### src/rtl/cic_interpolator.sv
// 3-stage CIC interpolator, R=32, D=2.
// Combs run at the input rate; zero-stuff and integrators run every clock.
module cic_interpolator #(
  parameter int DIN_W  = 16,
  parameter int DOUT_W = 16,
  parameter int ACC_W  = 29
) (
  input  logic              cic_clk,
  input  logic              cic_rstn,
  input  logic [DIN_W-1:0]  cic_din,
  input  logic              cic_din_vld,
  output logic              cic_din_rdy,
  output logic [DOUT_W-1:0] cic_dout,
  output logic              cic_underrun
);

  logic             run;
  logic [4:0]       phase;
  logic [ACC_W-1:0] x;
  logic [ACC_W-1:0] c1, c2, c3;
  logic [ACC_W-1:0] x_d1, x_d2;
  logic [ACC_W-1:0] c1_d1, c1_d2;
  logic [ACC_W-1:0] c2_d1, c2_d2;
  logic [ACC_W-1:0] comb_out;
  logic [ACC_W-1:0] int_in;
  logic [ACC_W-1:0] int0, int1, int2;
  logic             unused_lsb;

  assign cic_din_rdy = (phase == 5'd31);

  // A missed slot feeds a zero so the comb history stays aligned.
  assign x = cic_din_vld
    ? {{(ACC_W-DIN_W){cic_din[DIN_W-1]}}, cic_din}
    : '0;

  assign c1 = x - x_d2;
  assign c2 = c1 - c1_d2;
  assign c3 = c2 - c2_d2;

  assign int_in = (phase == 5'd0) ? comb_out : '0;

  assign unused_lsb = ^int2[ACC_W-DOUT_W-1:0];

  // run holds phase at 0 for the first edge after reset release.
  always_ff @(posedge cic_clk or negedge cic_rstn) begin
    if (!cic_rstn) begin
      run   <= 1'b0;
      phase <= '0;
    end else begin
      run   <= 1'b1;
      phase <= run ? phase + 5'd1 : 5'd0;
    end
  end

  always_ff @(posedge cic_clk or negedge cic_rstn) begin
    if (!cic_rstn) begin
      x_d1         <= '0;
      x_d2         <= '0;
      c1_d1        <= '0;
      c1_d2        <= '0;
      c2_d1        <= '0;
      c2_d2        <= '0;
      comb_out     <= '0;
      cic_underrun <= 1'b0;
    end else begin
      cic_underrun <= cic_din_rdy & ~cic_din_vld;
      if (cic_din_rdy) begin
        x_d1     <= x;
        x_d2     <= x_d1;
        c1_d1    <= c1;
        c1_d2    <= c1_d1;
        c2_d1    <= c2;
        c2_d2    <= c2_d1;
        comb_out <= c3;
      end
    end
  end

  always_ff @(posedge cic_clk or negedge cic_rstn) begin
    if (!cic_rstn) begin
      int0     <= '0;
      int1     <= '0;
      int2     <= '0;
      cic_dout <= '0;
    end else begin
      int0     <= int0 + int_in;
      int1     <= int1 + int0;
      int2     <= int2 + int1;
      cic_dout <= int2[ACC_W-1 -: DOUT_W];
    end
  end

endmodule

### config.mk
export PLATFORM = sky130hd
export DESIGN_NAME = cic_interpolator
export DESIGN_NICKNAME = d
export VERILOG_FILES = /design/src/rtl/cic_interpolator.sv
export SDC_FILE = /design/constraint.sdc
export NUM_CORES = 1
export LEC_CHECK = 0
export CORE_ASPECT_RATIO = 2
export CORE_MARGIN = 2
export CORE_UTILIZATION = 48
export CTS_BUF_LIST = sky130_fd_sc_hd__clkbuf_8 sky130_fd_sc_hd__clkbuf_16
export CTS_CLUSTER_DIAMETER = 80
export CTS_CLUSTER_SIZE = 8
export DETAILED_ROUTE_END_ITERATION = 10
export PLACE_DENSITY_LB_ADDON = 0.15
export SKIP_CTS_REPAIR_TIMING = 1
export SLEW_MARGIN = 0
export SYNTH_ARGS = -nofsm -noshare
export SYNTH_HDL_FRONTEND = slang
export SYNTH_SLANG_ARGS = --single-unit
### constraint.sdc
create_clock -name cic_clk -period 10.17 [get_ports cic_clk]
set_clock_uncertainty 0.1 [all_clocks]
set_input_delay 1.017 -clock cic_clk [delete_from_list [all_inputs] [get_ports cic_clk]]
set_output_delay 1.017 -clock cic_clk [all_outputs]
set_load 0.05 [all_outputs]
==> flow_summary.yaml, run 1 <==
setup_path:
  critPathSlowestCell: "clkdlybuf4s50_1"
  critPathRequiredTime_ps: 10480
  crit_fanout: 17
  r2r-start: "x_d2[0]"
  cp_data_arrival_time_ps: 8100
  critical_path_class: "input port to register"
  cp-start-kind: "input port"
  crit_top_cell: "a21o_1"
  endpoint_kind: "register"
  r2r_end: "comb_out[28]"
  cp_slowest_stage_delay_ps: 700
  r2r_cells: 30
  r2r_slack_ps: 3430
global_route:
  grt_pass1_wl_um: 59600
  grt_pass1_vias: 13000
  grt_max_degree: 162
  track_usage: 0.187
  grt_overflow_total: 0
  antenna_found_initial: 0
status:
  status: "complete, no violations"
synth:
  syn_area_per_cell_um2: 9.76
  postSynthRegisterBits: 287
  synth_nets: 1972
  synth_area_um2: 17400
  async_reset_ff_frac: 1.00
  synth_cell_types: 79
  synth_edf_count: 0
  synthCells: 1788
  ys_warn_count: 0
  seq_area_frac_synth: 0.412
  ys.flop_type: "dfrtp_1"
die:
  core_um2: 35800
  dieArea_um2: 38000
  ios: 37
  rows: 98
  die_w_um: 139
  initial_utilization: 0.487
  fp.dieH_um: 274
final_layout:
  fin_area_um2: 19400
  fin_util: 0.541
  drive_gt1_frac: 0.0910
  fillers: 3228
  n_antenna_cell: 0
  final_nets: 2017
  area_delta_synth_final_pct: 11.0
  fin_cells: 2285
min_path:
  worstHoldPathCells: 0
  hold_end: "cic_dout[11]"
  worstHoldPathType: "register to register"
  hold_start: "int2[24]"
timing:
  min_period_ps: 7790
  slew_violations: 0
  rsz0062_at_grt: "false"
  finalHoldViolCount: 0
  setup_viol: 0
  setup_tns_ps: 0
  worst_slew_pin_slew_ps: 977
  maxSlewHeadroom: 0.349
  fmax_mhz: 128
  fin_crit_sh: 0.766
detailed_routing:
  wl_per_cell_um: 15.1
  viasPerCell: 5.54
  drc: 0
  ant_nets: 0
  first_pass_iters: 5
  drtIter0Drc: 418
  vias: 12700
  drt_wl_total_um: 34600
pwr:
  power.leakage_nw: 8.88
  worst_ir_drop_vdd_v: 0.000215
  p_per_area_nw_per_um2: 274
  p_total_mw: 5.31
place:
  placed_cell_area_um2: 18300
  dp_hpwl_um: 25500
  dp_cells: 2240
  gp_congestion: 0.855
  io_buffer_count: 36
clocking:
  numClockSinks: 287
  cts_buffers: 41
  insertion_delay_ps: 550
  h-tree-depth: 2
  cts_buffer_depth: 3
  cts_tree: "built"
  clk_pin_slew_ps: 50
  ctsRootBufferMaster: "clkbuf_16"
job:
  cap_violations: 0
state kept, by name, indices dropped and copies added (netlist names), 5 cells and up:
name	flops
comb_out	29
c2_d2	29
int0	29
c1_d1	29
c1_d2	29
c2_d1	29
phase	5
int2	29
cic_dout	16
x_d1	16
int1	29
x_d2	16
worst max-delay path, delay by kind of cell:
| family | cells | cell delay, ps |
|---|---|---|
| AO/OA/AOI/OAI | 18 | 4090 |
| buffers and inverters | 1 | 700 |
| XOR/XNOR | 1 | 160 |
| AND/OR/NAND/NOR | 8 | 1020 |
| adder cells (fa/ha/maj) | 4 | 1120 |
metal layers:
metal	share of wire	vias to the layer above	global-route usage
met1	0.38	6034	0.191
met4	0.040	0	0.0835
li1	-	6394	-
met5	0	-	0
met2	0.55	159	0.370
met3	0.027	82	0.0262
final cells by class:
class / count / area, um2 / share of cell area
Timing Repair Buffer: 43 / 430 / 0.0222
Clock buffer: 41 / 1030 / 0.0530
Inverter: 131 / 492 / 0.0254
Clock inverter: 4 / 45.0 / 0.00233
Tap cell: 450 / 563 / 0.0291
Multi-Input combinational cell: 1329 / 9630 / 0.497
Sequential cell: 287 / 7180 / 0.371
synth_stat cells, types with 14 or more instances:
cell | number | area share
nand3_1 | 26 | 0.0075
o21ai_0 | 135 | 0.039
nand2_1 | 135 | 0.029
nor3_1 | 24 | 0.0069
and2_1 | 56 | 0.020
inv_1 | 130 | 0.028
a21o_1 | 63 | 0.027
nand2b_1 | 17 | 0.0061
mux2_2 | 77 | 0.050
nor2b_1 | 27 | 0.0097
nor2_1 | 99 | 0.021
o21bai_1 | 15 | 0.0065
a21oi_1 | 134 | 0.038
xnor2_1 | 97 | 0.049
clkbuf_1 | 36 | 0.0077
xor2_1 | 23 | 0.012
dfrtp_1 | 287 | 0.41
ha_1 | 159 | 0.11
a211oi_1 | 14 | 0.0060
o21a_1 | 36 | 0.015
per-stage QoR:
step / setup slack, ps / hold WS, ps
floorplan: 3380 / 257
global placement: 2060 / 268
detailed placement: 1890 / 267
CTS: 2420 / 279
global route: 1610 / 294
finish: 2380 / 275
how the worst max path moves through the flow:
stage	startpoint	end	slack, ps
floorplan	cic_din_vld	comb_out[28]	3380
global placement	cic_din_vld	comb_out[28]	2060
detailed placement	cic_din_vld	comb_out[28]	1890
CTS	cic_din_vld	comb_out[28]	2420
global route	cic_din_vld	comb_out[28]	1610
finish	cic_din_vld	comb_out[28]	2380
cells by family after synthesis:
logic type | Yosys count | share of synthesized area
AOI/OAI and AO/OA | 509 | 0.189
and+or+nand+nor | 452 | 0.128
DFF | 287 | 0.412
buffers and inverters | 172 | 0.0374
adders and majority gates | 165 | 0.121
xor gates and xnor gates | 120 | 0.0603
muxes | 82 | 0.0526
other | 1 | 0.000215
cells in the final DEF (no fill, tap or decap), types with 41 or more instances in the layout:
master and instances:
clkbuf_16 41, ha_1 158, inv_1 131, a21oi_1 134, xnor2_1 97, nor2_1 99
nand2_1 135, o21ai_0 135, dfrtp_1 287, and2_1 56, a21o_1 63, mux2_2 77
power breakdown:
group          internal (mW)  switching, mW
sequential              1.37          0.111
combinational           1.15           1.49
clock                  0.710          0.486
total                   3.23           2.08
(Power assumes the default switching activity.)
==> run 2: changes to the inputs <==
Clock period 10.17 ns to 6.9 ns, I/O delays scaled along.
==> flow_summary.yaml, run 2 (synthesized netlist as in run 1, its figures left out) <==
setup_path:
  cp_slowest_stage_delay_ps: 420
  crit_cells: 32
  startpoint: "cic_din[0]"
  crit_fanout: 4
  critPathRequiredTime_ps: 7200
  cp_data_arrival_time_ps: 6790
  r2r_end: "comb_out[28]"
  critical_path_class: "input port to register"
  r2r_cells: 30
  endpoint_kind: "register"
  endpoint: "comb_out[28]"
  r2r-start: "x_d2[0]"
  r2r_slack_ps: 720
  worst-path-buf-inv: 2
  cp-start-kind: "input port"
  crit_family: "compound AO/OA/AOI/OAI gates"
  critPathSlowestCell: "clkdlybuf4s50_1"
min_path:
  worstHoldPathType: "input port to async pin"
detailed_routing:
  vias: 13100
  dr_wl_met2_um: 19500
  viasPerCell: 5.47
  drc: 0
  wl_per_cell_um: 14.7
  wirelength_met1_um: 13200
  drt_wl_total_um: 35100
  highest_layer: "met4"
  drtIter0Drc: 383
  wl_met3_um: 755
  ant_nets: 0
  first_pass_iters: 4
global_route:
  grt_pass1_wl_um: 61400
  grt_pass1_vias: 13500
  antenna_found_initial: 0
  grt_overflow_total: 0
  grt_max_degree: 197
  track_usage: 0.192
pwr:
  worst_ir_drop_vdd_v: 0.000301
  power.leakage_nw: 9.41
  p_total_mw: 8.01
  p_per_area_nw_per_um2: 396
place:
  dp_hpwl_um: 25900
  gp_congestion: 0.858
  io_buffer_count: 36
  dp_cells: 2342
clocking:
  cts_buffers: 41
  numClockSinks: 287
  insertion_delay_ps: 530
  cts_tree: "built"
  cts_buffer_depth: 3
  h-tree-depth: 2
  clk_pin_slew_ps: 60
  ctsRootBufferMaster: "clkbuf_16"
die:
  dieArea_um2: 38000
  die_w_um: 139
  initial_utilization: 0.487
  rows: 98
  fp.dieH_um: 274
  ios: 37
  core_um2: 35800
timing:
  fin_crit_sh: 0.941
  slew_violations: 0
  finalHoldViolCount: 0
  maxSlewHeadroom: 0.306
  rsz0062_at_grt: "true"
  setup_viol: 0
  worst_slew_pin_slew_ps: 1040
  min_period_ps: 6490
  fin_hold_ws_ps: 152
  fmax_mhz: 154
final_layout:
  fin_cells: 2391
  area_delta_synth_final_pct: 15.9
  n_antenna_cell: 0
  fillers: 3146
  layout.area.seq_um2: 7180
  multi_input_area_um2: 9680
  final_nets: 2124
  final_cell_mix: "dfrtp_1 (287), ha_1 (157), nand2_1 (134)"
  layout_commonest_cell: "dfrtp_1"
  drive_gt1_frac: 0.147
job:
  cap_violations: 0
status:
  status: "complete, no violations"
[run 2: how the worst min path moves through the flow]
stage	slack, ps	from	cells past startpoint	end
6_report	150	cic_rstn	1	int2[1]
5_1_grt	260	cic_rstn	1	int2[1]
4_1_cts	220	cic_rstn	1	int2[1]
3_5_place_dp	270	int2[22]	0	cic_dout[9]
3_3_place_gp	270	int2[20]	0	cic_dout[7]
2_1_floorplan	260	int2[13]	0	cic_dout[0]
[run 2: area by class of cell]
class / count / area share
Clock buffer: 41 / 0.0507
Clock inverter: 3 / 0.00105
Inverter: 131 / 0.0243
Multi-Input combinational cell: 1329 / 0.479
Sequential cell: 287 / 0.355
Tap cell: 450 / 0.0278
Timing Repair Buffer: 150 / 0.0624
[run 2: layer usage]
layer | global-route usage | vias to the layer above
met1 | 0.194 | 6219
met4 | 0.0978 | 0
met2 | 0.380 | 149
li1 | - | 6603
met5 | 0 | -
met3 | 0.0212 | 101
[run 2: metrics by stage]
| stage | area [um2] | worst slack (ps) | util | setup TNS [ps] |
|---|---|---|---|---|
| after floorplan | 17400 | 441 | - | 0 |
| after global routing | 20200 | -67.5 | 0.565 | -67.5 |
| after global placement | 19100 | -348 | 0.533 | -809 |
| after CTS | 20100 | 1.62 | 0.562 | 0 |
| final | 20200 | 407 | 0.565 | 0 |
| after detailed placement | 19100 | -532 | 0.533 | -1730 |
[run 2: report_power, final]
| part | switching (mW) | internal (mW) | total (mW) |
|---|---|---|---|
| registers | 0.166 | 2.02 | 2.19 |
| logic | 2.23 | 1.86 | 4.09 |
| clock network | 0.694 | 1.04 | 1.73 |
| total | 3.09 | 4.93 | 8.01 |
==> run 3: changes to the inputs <==
Settings changed: DONT_BUFFER_PORTS from default to 1, MAX_ROUTING_LAYER from default to met4.
==> flow_summary.yaml, run 3 (synthesized netlist as in run 1, its figures left out) <==
final_layout:
  n_antenna_cell: 0
  drive_gt1_frac: 0.0974
  final_cell_mix: "dfrtp_1 (287), ha_1 (158), o21ai_0 (135), nand2_1 (135), a21oi_1 (134)"
  layout_commonest_cell: "dfrtp_1"
  area_delta_synth_final_pct: 9.40
  final_nets: 1989
setup_path:
  critPathSlowestCell: "dfrtp_1"
  r2r_cells: 29
  r2r-start: "x_d2[0]"
  crit_family: "compound AO/OA/AOI/OAI gates"
  crit_fanout: 6
  critPathRequiredTime_ps: 7220
  endpoint_kind: "register"
  r2r_end: "comb_out[28]"
  cp_slowest_stage_delay_ps: 340
  cp_data_arrival_time_ps: 6680
  cp-start-kind: "register"
  worst-path-buf-inv: 0
  critical_path_class: "register to register"
  r2r_slack_ps: 540
die:
  initial_utilization: 0.487
  fp.dieH_um: 274
  core_um2: 35800
  rows: 98
  ios: 37
  die_w_um: 139
  dieArea_um2: 38000
timing:
  fin_hold_ws_ps: -242
  rsz0062_at_grt: "false"
  fin_crit_sh: 0.922
  slew_violations: 0
  worst_slew_pin_slew_ps: 774
  maxSlewHeadroom: 0.484
  setup_viol: 0
  min_period_ps: 6360
  finalHoldViolCount: 287
  setup_tns_ps: 0
  fmax_mhz: 157
pwr:
  p_per_area_nw_per_um2: 404
  p_total_mw: 7.70
  power.leakage_nw: 8.78
  worst_ir_drop_vdd_v: 0.000305
global_route:
  track_usage: 0.193
  grt_overflow_total: 0
  grt_pass1_wl_um: 59600
  grt_max_degree: 288
  antenna_found_initial: 0
  grt_pass1_vias: 13000
clocking:
  h-tree-depth: 2
  clk_pin_slew_ps: 50
  cts_buffer_depth: 3
  cts_tree: "built"
  cts_buffers: 41
  ctsRootBufferMaster: "clkbuf_16"
  insertion_delay_ps: 540
  numClockSinks: 287
detailed_routing:
  viasPerCell: 5.57
  first_pass_iters: 6
  vias: 12600
  drtIter0Drc: 347
  drt_wl_total_um: 34400
  drc: 0
  ant_nets: 0
  wl_per_cell_um: 15.2
min_path:
  worstHoldPathType: "input port to async pin"
status:
  violations: "hold timing"
  status: "complete, but fails checks"
place:
  io_buffer_count: 0
  gp_congestion: 0.862
  dp_hpwl_um: 24900
job:
  cap_violations: 0
-- run 3: cell count changes in the layout (fill, tap and decap cells not counted), sizes merged --
cell           delta
clkinv            +2
inv               -1
clkdlybuf4s50    -34
dlymetal6s2s      -1
buf             -100
-- run 3: worst max path at each step --
stage                startpoint           end  cells past startpoint
floorplan           cic_din_vld  comb_out[28]                     32
CTS                     x_d2[0]  comb_out[28]                     30
finish                  x_d2[0]  comb_out[28]                     29
global route            x_d2[0]  comb_out[28]                     29
global placement     cic_din[2]  comb_out[28]                     30
detailed placement  cic_din_vld  comb_out[28]                     31
-- run 3: worst reg2reg max path: cells and delay by family (launching register included) --
kind            cells  cell delay, ps
flops               1             340
xor+xnor            2             320
compound gates     16            3370
simple gates        7            1100
fa+ha+maj           4            1030
-- run 3: power by group --
group | switching [mW] | internal [mW] | total (mW) | leakage [nW]
logic | 1.97 | 1.62 | 3.59 | 4.53
clock network | 0.706 | 1.05 | 1.75 | 0.529
registers | 0.344 | 2.02 | 2.37 | 3.72
-- run 3: metrics by stage --
| step | area [um2] | setup WS, ps | hold WS [ps] | cells | util |
|---|---|---|---|---|---|
| final | 19100 | 540 | -242 | 2257 | 0.533 |
| after global placement | 18000 | 157 | 269 | 2212 | 0.502 |
| after global routing | 19100 | 6.92 | -274 | 2257 | 0.533 |
| after floorplan | 17400 | 441 | 257 | 1788 | - |
| after CTS | 19100 | 461 | -257 | 2257 | 0.532 |
| after detailed placement | 18000 | 54.9 | 273 | 2212 | 0.502 |
-- run 3: cell type report --
| type | instances | area, um2 |
|---|---|---|
| sequential | 287 | 7180 |
| fill | 3252 | 16700 |
| clock buffer | 41 | 1030 |
| inverter | 131 | 492 |
| timing repair buffer | 15 | 125 |
| clock inverter | 4 | 45.0 |
| multi-input combinational | 1329 | 9650 |
| tap | 450 | 563 |
-- run 3: layer usage --
metal  vias up  GRT usage  share of wire
li1       6325          -              -
met1      6012      0.192           0.38
met2       158      0.374           0.56
met3        83     0.0226          0.025
met4         0     0.0784          0.035
met5         -          -              0
